File: config.mk
export PLATFORM = sky130hd
export DESIGN_NAME = triumph_imem_arbiter_flat
export DESIGN_NICKNAME = d
export VERILOG_FILES = /design/src/rtl/triumph_imem_pkg.sv /design/src/rtl/triumph_imem_arbiter_if.sv /design/src/rtl/triumph_burst_cnt.sv /design/src/rtl/triumph_imem_arbiter.sv /design/src/flat_wrapper.sv
export SDC_FILE = /design/constraint.sdc
export NUM_CORES = 1
export LEC_CHECK = 0
export BUFFER_PORTS_ARGS = -buffer_cell sky130_fd_sc_hd__buf_2
export CORE_AREA = 2 2 62 64
export DETAILED_ROUTE_END_ITERATION = 12
export DIE_AREA = 0 0 64 66
export PLACE_DENSITY_LB_ADDON = 0.1
export SLEW_MARGIN = 20
export SYNTH_ARGS = -nofsm -noshare
export SYNTH_HDL_FRONTEND = slang
export SYNTH_SLANG_ARGS = --single-unit
File: constraint.sdc
create_clock -name clk_i -period 3.93 [get_ports clk_i]
set_clock_uncertainty 0.05 [all_clocks]
set_input_delay 0.786 -clock clk_i [delete_from_list [all_inputs] [get_ports clk_i]]
set_output_delay 0.786 -clock clk_i [all_outputs]
set_load 0.02 [all_outputs]
File: src/rtl/triumph_imem_pkg.sv
// Shared types and constants for the instruction-memory arbiter.
// State encoding, default bus widths and burst counter width live here.
package triumph_imem_pkg;

  localparam int DEF_ADDR_W  = 8;
  localparam int DEF_DATA_W  = 32;
  localparam int BURST_CNT_W = 8;

  typedef enum logic [1:0] {
    ARB_IDLE  = 2'd0,
    ARB_LOAD  = 2'd1,
    ARB_YIELD = 2'd2
  } arb_state_t;

  typedef logic [BURST_CNT_W-1:0] burst_cnt_t;

endpackage

File: src/rtl/triumph_imem_arbiter_if.sv
// Bus bundle between IF fetch path, program loader and the instruction memory.
// The slave modport is the arbiter's view; master is the surrounding system.
interface triumph_imem_arbiter_if
  import triumph_imem_pkg::*;
#(
  parameter int ADDR_W = DEF_ADDR_W,
  parameter int DATA_W = DEF_DATA_W
) ();

  logic              fetch_req_i;
  logic [ADDR_W-1:0] fetch_addr_i;
  logic              fetch_gnt_o;
  logic              fetch_rvalid_o;
  logic [DATA_W-1:0] fetch_rdata_o;

  logic              load_valid_i;
  logic [ADDR_W-1:0] load_addr_i;
  logic [DATA_W-1:0] load_wdata_i;
  logic              load_ready_o;

  logic              mem_en_o;
  logic              mem_we_o;
  logic [ADDR_W-1:0] mem_addr_o;
  logic [DATA_W-1:0] mem_wdata_o;
  logic [DATA_W-1:0] mem_rdata_i;

  modport slave (
    input  fetch_req_i, fetch_addr_i,
    output fetch_gnt_o, fetch_rvalid_o, fetch_rdata_o,
    input  load_valid_i, load_addr_i, load_wdata_i,
    output load_ready_o,
    output mem_en_o, mem_we_o, mem_addr_o, mem_wdata_o,
    input  mem_rdata_i
  );

  modport master (
    output fetch_req_i, fetch_addr_i,
    input  fetch_gnt_o, fetch_rvalid_o, fetch_rdata_o,
    output load_valid_i, load_addr_i, load_wdata_i,
    input  load_ready_o,
    input  mem_en_o, mem_we_o, mem_addr_o, mem_wdata_o,
    output mem_rdata_i
  );

endinterface

File: src/rtl/triumph_burst_cnt.sv
// Counts consecutive loader grants; hit_o flags the grant that reaches the limit.
// Clears on any cycle without an increment and on the hit itself; saturates at all-ones.
module triumph_burst_cnt
  import triumph_imem_pkg::*;
(
  input  logic       clk_i,
  input  logic       rst_i,
  input  logic       inc_i,
  input  logic       clr_i,
  input  burst_cnt_t limit_i,
  output logic       hit_o
);

  burst_cnt_t r_cnt;
  burst_cnt_t w_cnt_inc;

  assign w_cnt_inc = (r_cnt == '1) ? r_cnt : r_cnt + 1'b1;
  assign hit_o     = inc_i & (w_cnt_inc == limit_i);

  always_ff @(posedge clk_i or posedge rst_i) begin
    if (rst_i) begin
      r_cnt <= '0;
    end else if (clr_i || hit_o) begin
      r_cnt <= '0;
    end else if (inc_i) begin
      r_cnt <= w_cnt_inc;
    end
  end

endmodule

File: src/rtl/triumph_imem_arbiter.sv
// Single-port instruction memory arbiter: loader priority with a burst limiter
// that forces one fetch slot. Optional loader lock via TRIUMPH_IMEM_LOCK_EN.
//
// state     | meaning
// ARB_IDLE  | no loader grant in the previous cycle
// ARB_LOAD  | loader burst in progress
// ARB_YIELD | forced fetch slot, exactly one cycle
module triumph_imem_arbiter
  import triumph_imem_pkg::*;
#(
  parameter int ADDR_W    = DEF_ADDR_W,
  parameter int DATA_W    = DEF_DATA_W,
  parameter int MAX_BURST = 4
) (
  input  logic clk_i,
  input  logic rst_i,
`ifdef TRIUMPH_IMEM_LOCK_EN
  input  logic load_lock_i,
`endif
  triumph_imem_arbiter_if.slave arb_bus
);

  localparam burst_cnt_t LIMIT = burst_cnt_t'(MAX_BURST);

  arb_state_t        r_state;
  arb_state_t        w_state_nxt;
  logic              r_fetch_rvalid;
  logic              w_lock;
  logic              w_load_gnt;
  logic              w_fetch_gnt;
  logic              w_cnt_inc;
  logic              w_hit;
  logic [ADDR_W-1:0] w_mem_addr;
  logic [DATA_W-1:0] w_mem_wdata;
  logic [DATA_W-1:0] w_fetch_rdata;

`ifdef TRIUMPH_IMEM_LOCK_EN
  assign w_lock = load_lock_i;
`else
  assign w_lock = 1'b0;
`endif

  // A yield slot already entered is honoured even if the lock rises during it.
  always_comb begin
    w_load_gnt  = 1'b0;
    w_fetch_gnt = 1'b0;
    if (!rst_i) begin
      if (r_state == ARB_YIELD) begin
        w_fetch_gnt = arb_bus.fetch_req_i;
      end else begin
        w_load_gnt  = arb_bus.load_valid_i;
        w_fetch_gnt = arb_bus.fetch_req_i & ~arb_bus.load_valid_i & ~w_lock;
      end
    end
  end

  assign w_cnt_inc = w_load_gnt & ~w_lock;

  triumph_burst_cnt u_burst_cnt (
    .clk_i   (clk_i),
    .rst_i   (rst_i),
    .inc_i   (w_cnt_inc),
    .clr_i   (~w_cnt_inc),
    .limit_i (LIMIT),
    .hit_o   (w_hit)
  );

  always_comb begin
    w_state_nxt = ARB_IDLE;
    if (w_load_gnt) begin
      w_state_nxt = w_hit ? ARB_YIELD : ARB_LOAD;
    end
  end

  always_ff @(posedge clk_i or posedge rst_i) begin
    if (rst_i) begin
      r_state        <= ARB_IDLE;
      r_fetch_rvalid <= 1'b0;
    end else begin
      r_state        <= w_state_nxt;
      r_fetch_rvalid <= w_fetch_gnt;
    end
  end

  always_comb begin
    w_mem_addr  = '0;
    w_mem_wdata = '0;
    if (w_load_gnt) begin
      w_mem_addr  = arb_bus.load_addr_i;
      w_mem_wdata = arb_bus.load_wdata_i;
    end else if (w_fetch_gnt) begin
      w_mem_addr  = arb_bus.fetch_addr_i;
    end
  end

  assign w_fetch_rdata = r_fetch_rvalid ? arb_bus.mem_rdata_i : '0;

  assign arb_bus.load_ready_o   = w_load_gnt;
  assign arb_bus.fetch_gnt_o    = w_fetch_gnt;
  assign arb_bus.fetch_rvalid_o = r_fetch_rvalid;
  assign arb_bus.fetch_rdata_o  = w_fetch_rdata;
  assign arb_bus.mem_en_o       = w_load_gnt | w_fetch_gnt;
  assign arb_bus.mem_we_o       = w_load_gnt;
  assign arb_bus.mem_addr_o     = w_mem_addr;
  assign arb_bus.mem_wdata_o    = w_mem_wdata;

endmodule

File: src/flat_wrapper.sv
// flat-port wrapper written by rule: the top's interface ports become plain ports
module triumph_imem_arbiter_flat import triumph_imem_pkg::*;
#(
  parameter int ADDR_W    = DEF_ADDR_W,
  parameter int DATA_W    = DEF_DATA_W,
  parameter int MAX_BURST = 4
)
  (clk_i, rst_i, arb_bus_fetch_req_i, arb_bus_fetch_addr_i, arb_bus_fetch_gnt_o, arb_bus_fetch_rvalid_o, arb_bus_fetch_rdata_o, arb_bus_load_valid_i, arb_bus_load_addr_i, arb_bus_load_wdata_i, arb_bus_load_ready_o, arb_bus_mem_en_o, arb_bus_mem_we_o, arb_bus_mem_addr_o, arb_bus_mem_wdata_o, arb_bus_mem_rdata_i);
  triumph_imem_arbiter_if #(.ADDR_W(ADDR_W), .DATA_W(DATA_W)) arb_bus_i ();
  input  logic clk_i;
  input  logic rst_i;
  input wire logic [$bits(arb_bus_i.fetch_req_i)-1:0] arb_bus_fetch_req_i;
  input wire logic [$bits(arb_bus_i.fetch_addr_i)-1:0] arb_bus_fetch_addr_i;
  output wire logic [$bits(arb_bus_i.fetch_gnt_o)-1:0] arb_bus_fetch_gnt_o;
  output wire logic [$bits(arb_bus_i.fetch_rvalid_o)-1:0] arb_bus_fetch_rvalid_o;
  output wire logic [$bits(arb_bus_i.fetch_rdata_o)-1:0] arb_bus_fetch_rdata_o;
  input wire logic [$bits(arb_bus_i.load_valid_i)-1:0] arb_bus_load_valid_i;
  input wire logic [$bits(arb_bus_i.load_addr_i)-1:0] arb_bus_load_addr_i;
  input wire logic [$bits(arb_bus_i.load_wdata_i)-1:0] arb_bus_load_wdata_i;
  output wire logic [$bits(arb_bus_i.load_ready_o)-1:0] arb_bus_load_ready_o;
  output wire logic [$bits(arb_bus_i.mem_en_o)-1:0] arb_bus_mem_en_o;
  output wire logic [$bits(arb_bus_i.mem_we_o)-1:0] arb_bus_mem_we_o;
  output wire logic [$bits(arb_bus_i.mem_addr_o)-1:0] arb_bus_mem_addr_o;
  output wire logic [$bits(arb_bus_i.mem_wdata_o)-1:0] arb_bus_mem_wdata_o;
  input wire logic [$bits(arb_bus_i.mem_rdata_i)-1:0] arb_bus_mem_rdata_i;
  assign arb_bus_i.fetch_req_i = arb_bus_fetch_req_i;
  assign arb_bus_i.fetch_addr_i = arb_bus_fetch_addr_i;
  assign arb_bus_fetch_gnt_o = arb_bus_i.fetch_gnt_o;
  assign arb_bus_fetch_rvalid_o = arb_bus_i.fetch_rvalid_o;
  assign arb_bus_fetch_rdata_o = arb_bus_i.fetch_rdata_o;
  assign arb_bus_i.load_valid_i = arb_bus_load_valid_i;
  assign arb_bus_i.load_addr_i = arb_bus_load_addr_i;
  assign arb_bus_i.load_wdata_i = arb_bus_load_wdata_i;
  assign arb_bus_load_ready_o = arb_bus_i.load_ready_o;
  assign arb_bus_mem_en_o = arb_bus_i.mem_en_o;
  assign arb_bus_mem_we_o = arb_bus_i.mem_we_o;
  assign arb_bus_mem_addr_o = arb_bus_i.mem_addr_o;
  assign arb_bus_mem_wdata_o = arb_bus_i.mem_wdata_o;
  assign arb_bus_i.mem_rdata_i = arb_bus_mem_rdata_i;
  triumph_imem_arbiter #(.ADDR_W(ADDR_W), .DATA_W(DATA_W), .MAX_BURST(MAX_BURST)) u_core (.clk_i(clk_i), .rst_i(rst_i), .arb_bus(arb_bus_i));
endmodule
==> results_dict.tcl <==
set metrics [dict create \
    outcome "finished clean" \
    detail_route.iter0.violations 53 \
    period_needed_ns 3.08 \
    crit_type "primary input to primary output" \
    pre_cts_ws_ns 0.783 \
    fin_crit_sh_pct 78.3 \
    cts_resized 0 \
    cts_tree "done" \
    tns_ns 0 \
    grt_pass1_vias 1358 \
    clkLatencyLatePin_ns 0.26 \
    cp_slowest_cell "inv_2" \
    synthesis.instances 152 \
    yosysSeqAreaShare_pct 24.0 \
    synth_area_per_cell_sq_um 7.53 \
    holdBufCountCts 0 \
    wl_microns 4190 \
    final_antenna_net_count 0 \
    rows 22 \
    synth_top_cell_area_share_pct 35.0 \
    synth_warnings 0 \
    dpl_cell_area_sq_um 1950 \
    relSlewSlack_pct 51.2 \
    start_util_pct 32.2 \
    die_w_microns 64 \
    dp_hpwl_microns 3520 \
    rsz0062_at_grt "false" \
    wl_per_cell_microns 11.8 \
    nets 393 \
    cp.required_ns 3.09 \
    max_stage_delay_ns 0.46 \
    drv_cap 0 \
    syn-num-nets 237 \
    grt.total_usage_pct 18.2 \
    root_buffer "clkbuf_4" \
    power_leakage_nw 1.24 \
    stdcell_count 355 \
    port_buffers 160 \
    total_power_uw 333 \
    path_cells "buf_2, inv_1, nand3_1, inv_2, and2_1, buf_2" \
    max_freq_mhz 325 \
    crit_top_cell "buf_2" \
    synth_cell_types 28 \
    io_pins 161 \
    setup_ws_ns 0.852 \
    vias_per_cell 4.47 \
    hold-worst-slack_ns 0.410 \
    cts_setup_buffers 0 \
    worstPathMaxFanout 43 \
    final_area_sq_um 1970 \
    h-tree-depth 1 \
    hold_viol 0 \
    grt_pass1_wl_microns 6150 \
    cts.sinks 11 \
    core_area_sq_um 3550 \
    layout-drive-gt1-share_pct 54.7 \
    die_area_sq_um 4220 \
    grt_remaining_overflow 0 \
    yosys-top-cells-area "and2_1 35%, dfrtp_1 24%, a22o_1 6.1%" \
    syn_to_final_growth_pct 72.2 \
    pwr_density_cell_nw_per_um2 169 \
    path_buf_inv 4 \
    slew_violations 0 \
    vias 1586 \
    ir_drop_mv 0.139 \
    drcViolationCount 0 \
    hp-class "primary input to async pin" \
    dp.cells 351 \
    n_antenna_cell 0 \
    numCtsBuffers 3 \
    clk_pin_slew_ns 0.06 \
    clock_path_buffers 2 \
    grt_max_degree 44 \
    dieHeight_microns 66 \
    startpoint_type "primary input" \
    synth_area_sq_um 1140 \
    synth_seq_cells 11 \
    firstDrtPassIters 4 \
    cp-end-kind "primary output" \
    antenna_found_initial 0 \
    worst_slew_pin_slew_ns 0.733 \
    crit_arrival_ns 2.24 \
    finalWeightedCongestion 0.740 \
    synth_top_cell_by_area "and2_1" \
    setup_viol 0 \
    crit_family "buffers and inverters" \
    fin_util_pct 55.5 \
]
[where the power goes]
part	switching (mW)	internal (mW)	leakage [nW]
logic	0.0743	0.0650	1.07
registers	0.00412	0.115	0.151
clock network	0.0349	0.0393	0.0150
[cell families after synthesis]
| logic type | Yosys count | share of synthesized area, % |
|---|---|---|
| AND/OR/NAND/NOR | 99 | 50.7 |
| AO/OA/AOI/OAI | 26 | 15.8 |
| buffers and inverters | 14 | 7.54 |
| flip-flops | 11 | 24.0 |
| XOR/XNOR | 1 | 0.765 |
| adder cells (fa/ha/maj) | 1 | 1.09 |
[cells in the final DEF, fill, tap and decap left out, types with 2 or more instances in the layout]
cell,Yosys,routed
buf_2,0,160
and2_1,64,64
dfrtp_1,11,11
nand2_1,8,8
a22o_1,8,8
a21oi_1,7,7
nor3_1,6,6
nand3_1,5,5
nor2_1,5,5
o21ai_0,5,5
and3_1,4,4
clkbuf_4,0,3
nand4_1,2,2
inv_1,2,2
nor3b_1,2,2
o211ai_1,2,2
buf_4,2,2
[synthesized netlist by cell type]
| library cell | instances |
|---|---|
| and2_1 | 64 |
| dfrtp_1 | 11 |
| a22o_1 | 8 |
| nand2_1 | 8 |
| a21oi_1 | 7 |
| clkbuf_1 | 6 |
| nor3_1 | 6 |
| nand3_1 | 5 |
| nor2_1 | 5 |
| o21ai_0 | 5 |
| and3_1 | 4 |
| buf_4 | 2 |
| buf_6 | 2 |
| inv_1 | 2 |
| nand4_1 | 2 |
| nor3b_1 | 2 |
| o211ai_1 | 2 |
| a211oi_1 | 1 |
| a31oi_1 | 1 |
| a31oi_2 | 1 |
| buf_8 | 1 |
| ha_1 | 1 |
| inv_2 | 1 |
| nand2b_1 | 1 |
| o211a_1 | 1 |
| or3_1 | 1 |
| or3_4 | 1 |
| xor2_1 | 1 |
[metal layers]
metal | wire length, microns | share of wire [%] | vias up | GRT usage, %
met3 | 458 | 11 | 2 | 6.13
met1 | 1630 | 39 | 677 | 20.6
met2 | 2090 | 50 | 87 | 33.9
li1 | - | - | 820 | -
met4 | 14 | 0.33 | 0 | 2.45
met5 | 0 | 0 | - | 0
[path summary, 6_finish.rpt]
kind	startpoint	to	slack [ns]	cells after the start
max	rst_i	arb_bus_mem_wdata_o[6]	0.85	6
min	rst_i	u_core.u_burst_cnt.r_cnt[1]	0.41	2
max reg2reg	u_core.u_burst_cnt.r_cnt[1]	u_core.r_state[1]	2.14	5
min reg2reg	u_core.u_burst_cnt.r_cnt[3]	u_core.u_burst_cnt.r_cnt[3]	0.53	1
max in group asynchronous	rst_i	u_core.u_burst_cnt.r_cnt[4]	3.04	3
min in group clk_i	u_core.u_burst_cnt.r_cnt[3]	u_core.u_burst_cnt.r_cnt[3]	0.53	1
[flip-flops by register name, summed over array words and instances (netlist names)]
register                       flops
u_core.u_burst_cnt.r_cnt           8
u_core.arb_bus.fetch_rvalid_o      1
u_core.r_state                     2
[worst register-to-register path, cell delays in order, from the launching register on]
cell and delay, ns:
dfrtp_1 0.45, ha_1 0.31, and3_1 0.25, nor3_1 0.06
or3_4 0.40, and3_1 0.17
[layout make-up]
cell class | count | area, sq um
clock buffer | 4 | 26.3
multi-input combinational | 127 | 783
timing repair buffer | 162 | 816
fill | 348 | 1580
tap | 48 | 60.1
sequential | 11 | 275
inverter | 3 | 11.3
Power figures use the tool's default switching activity.
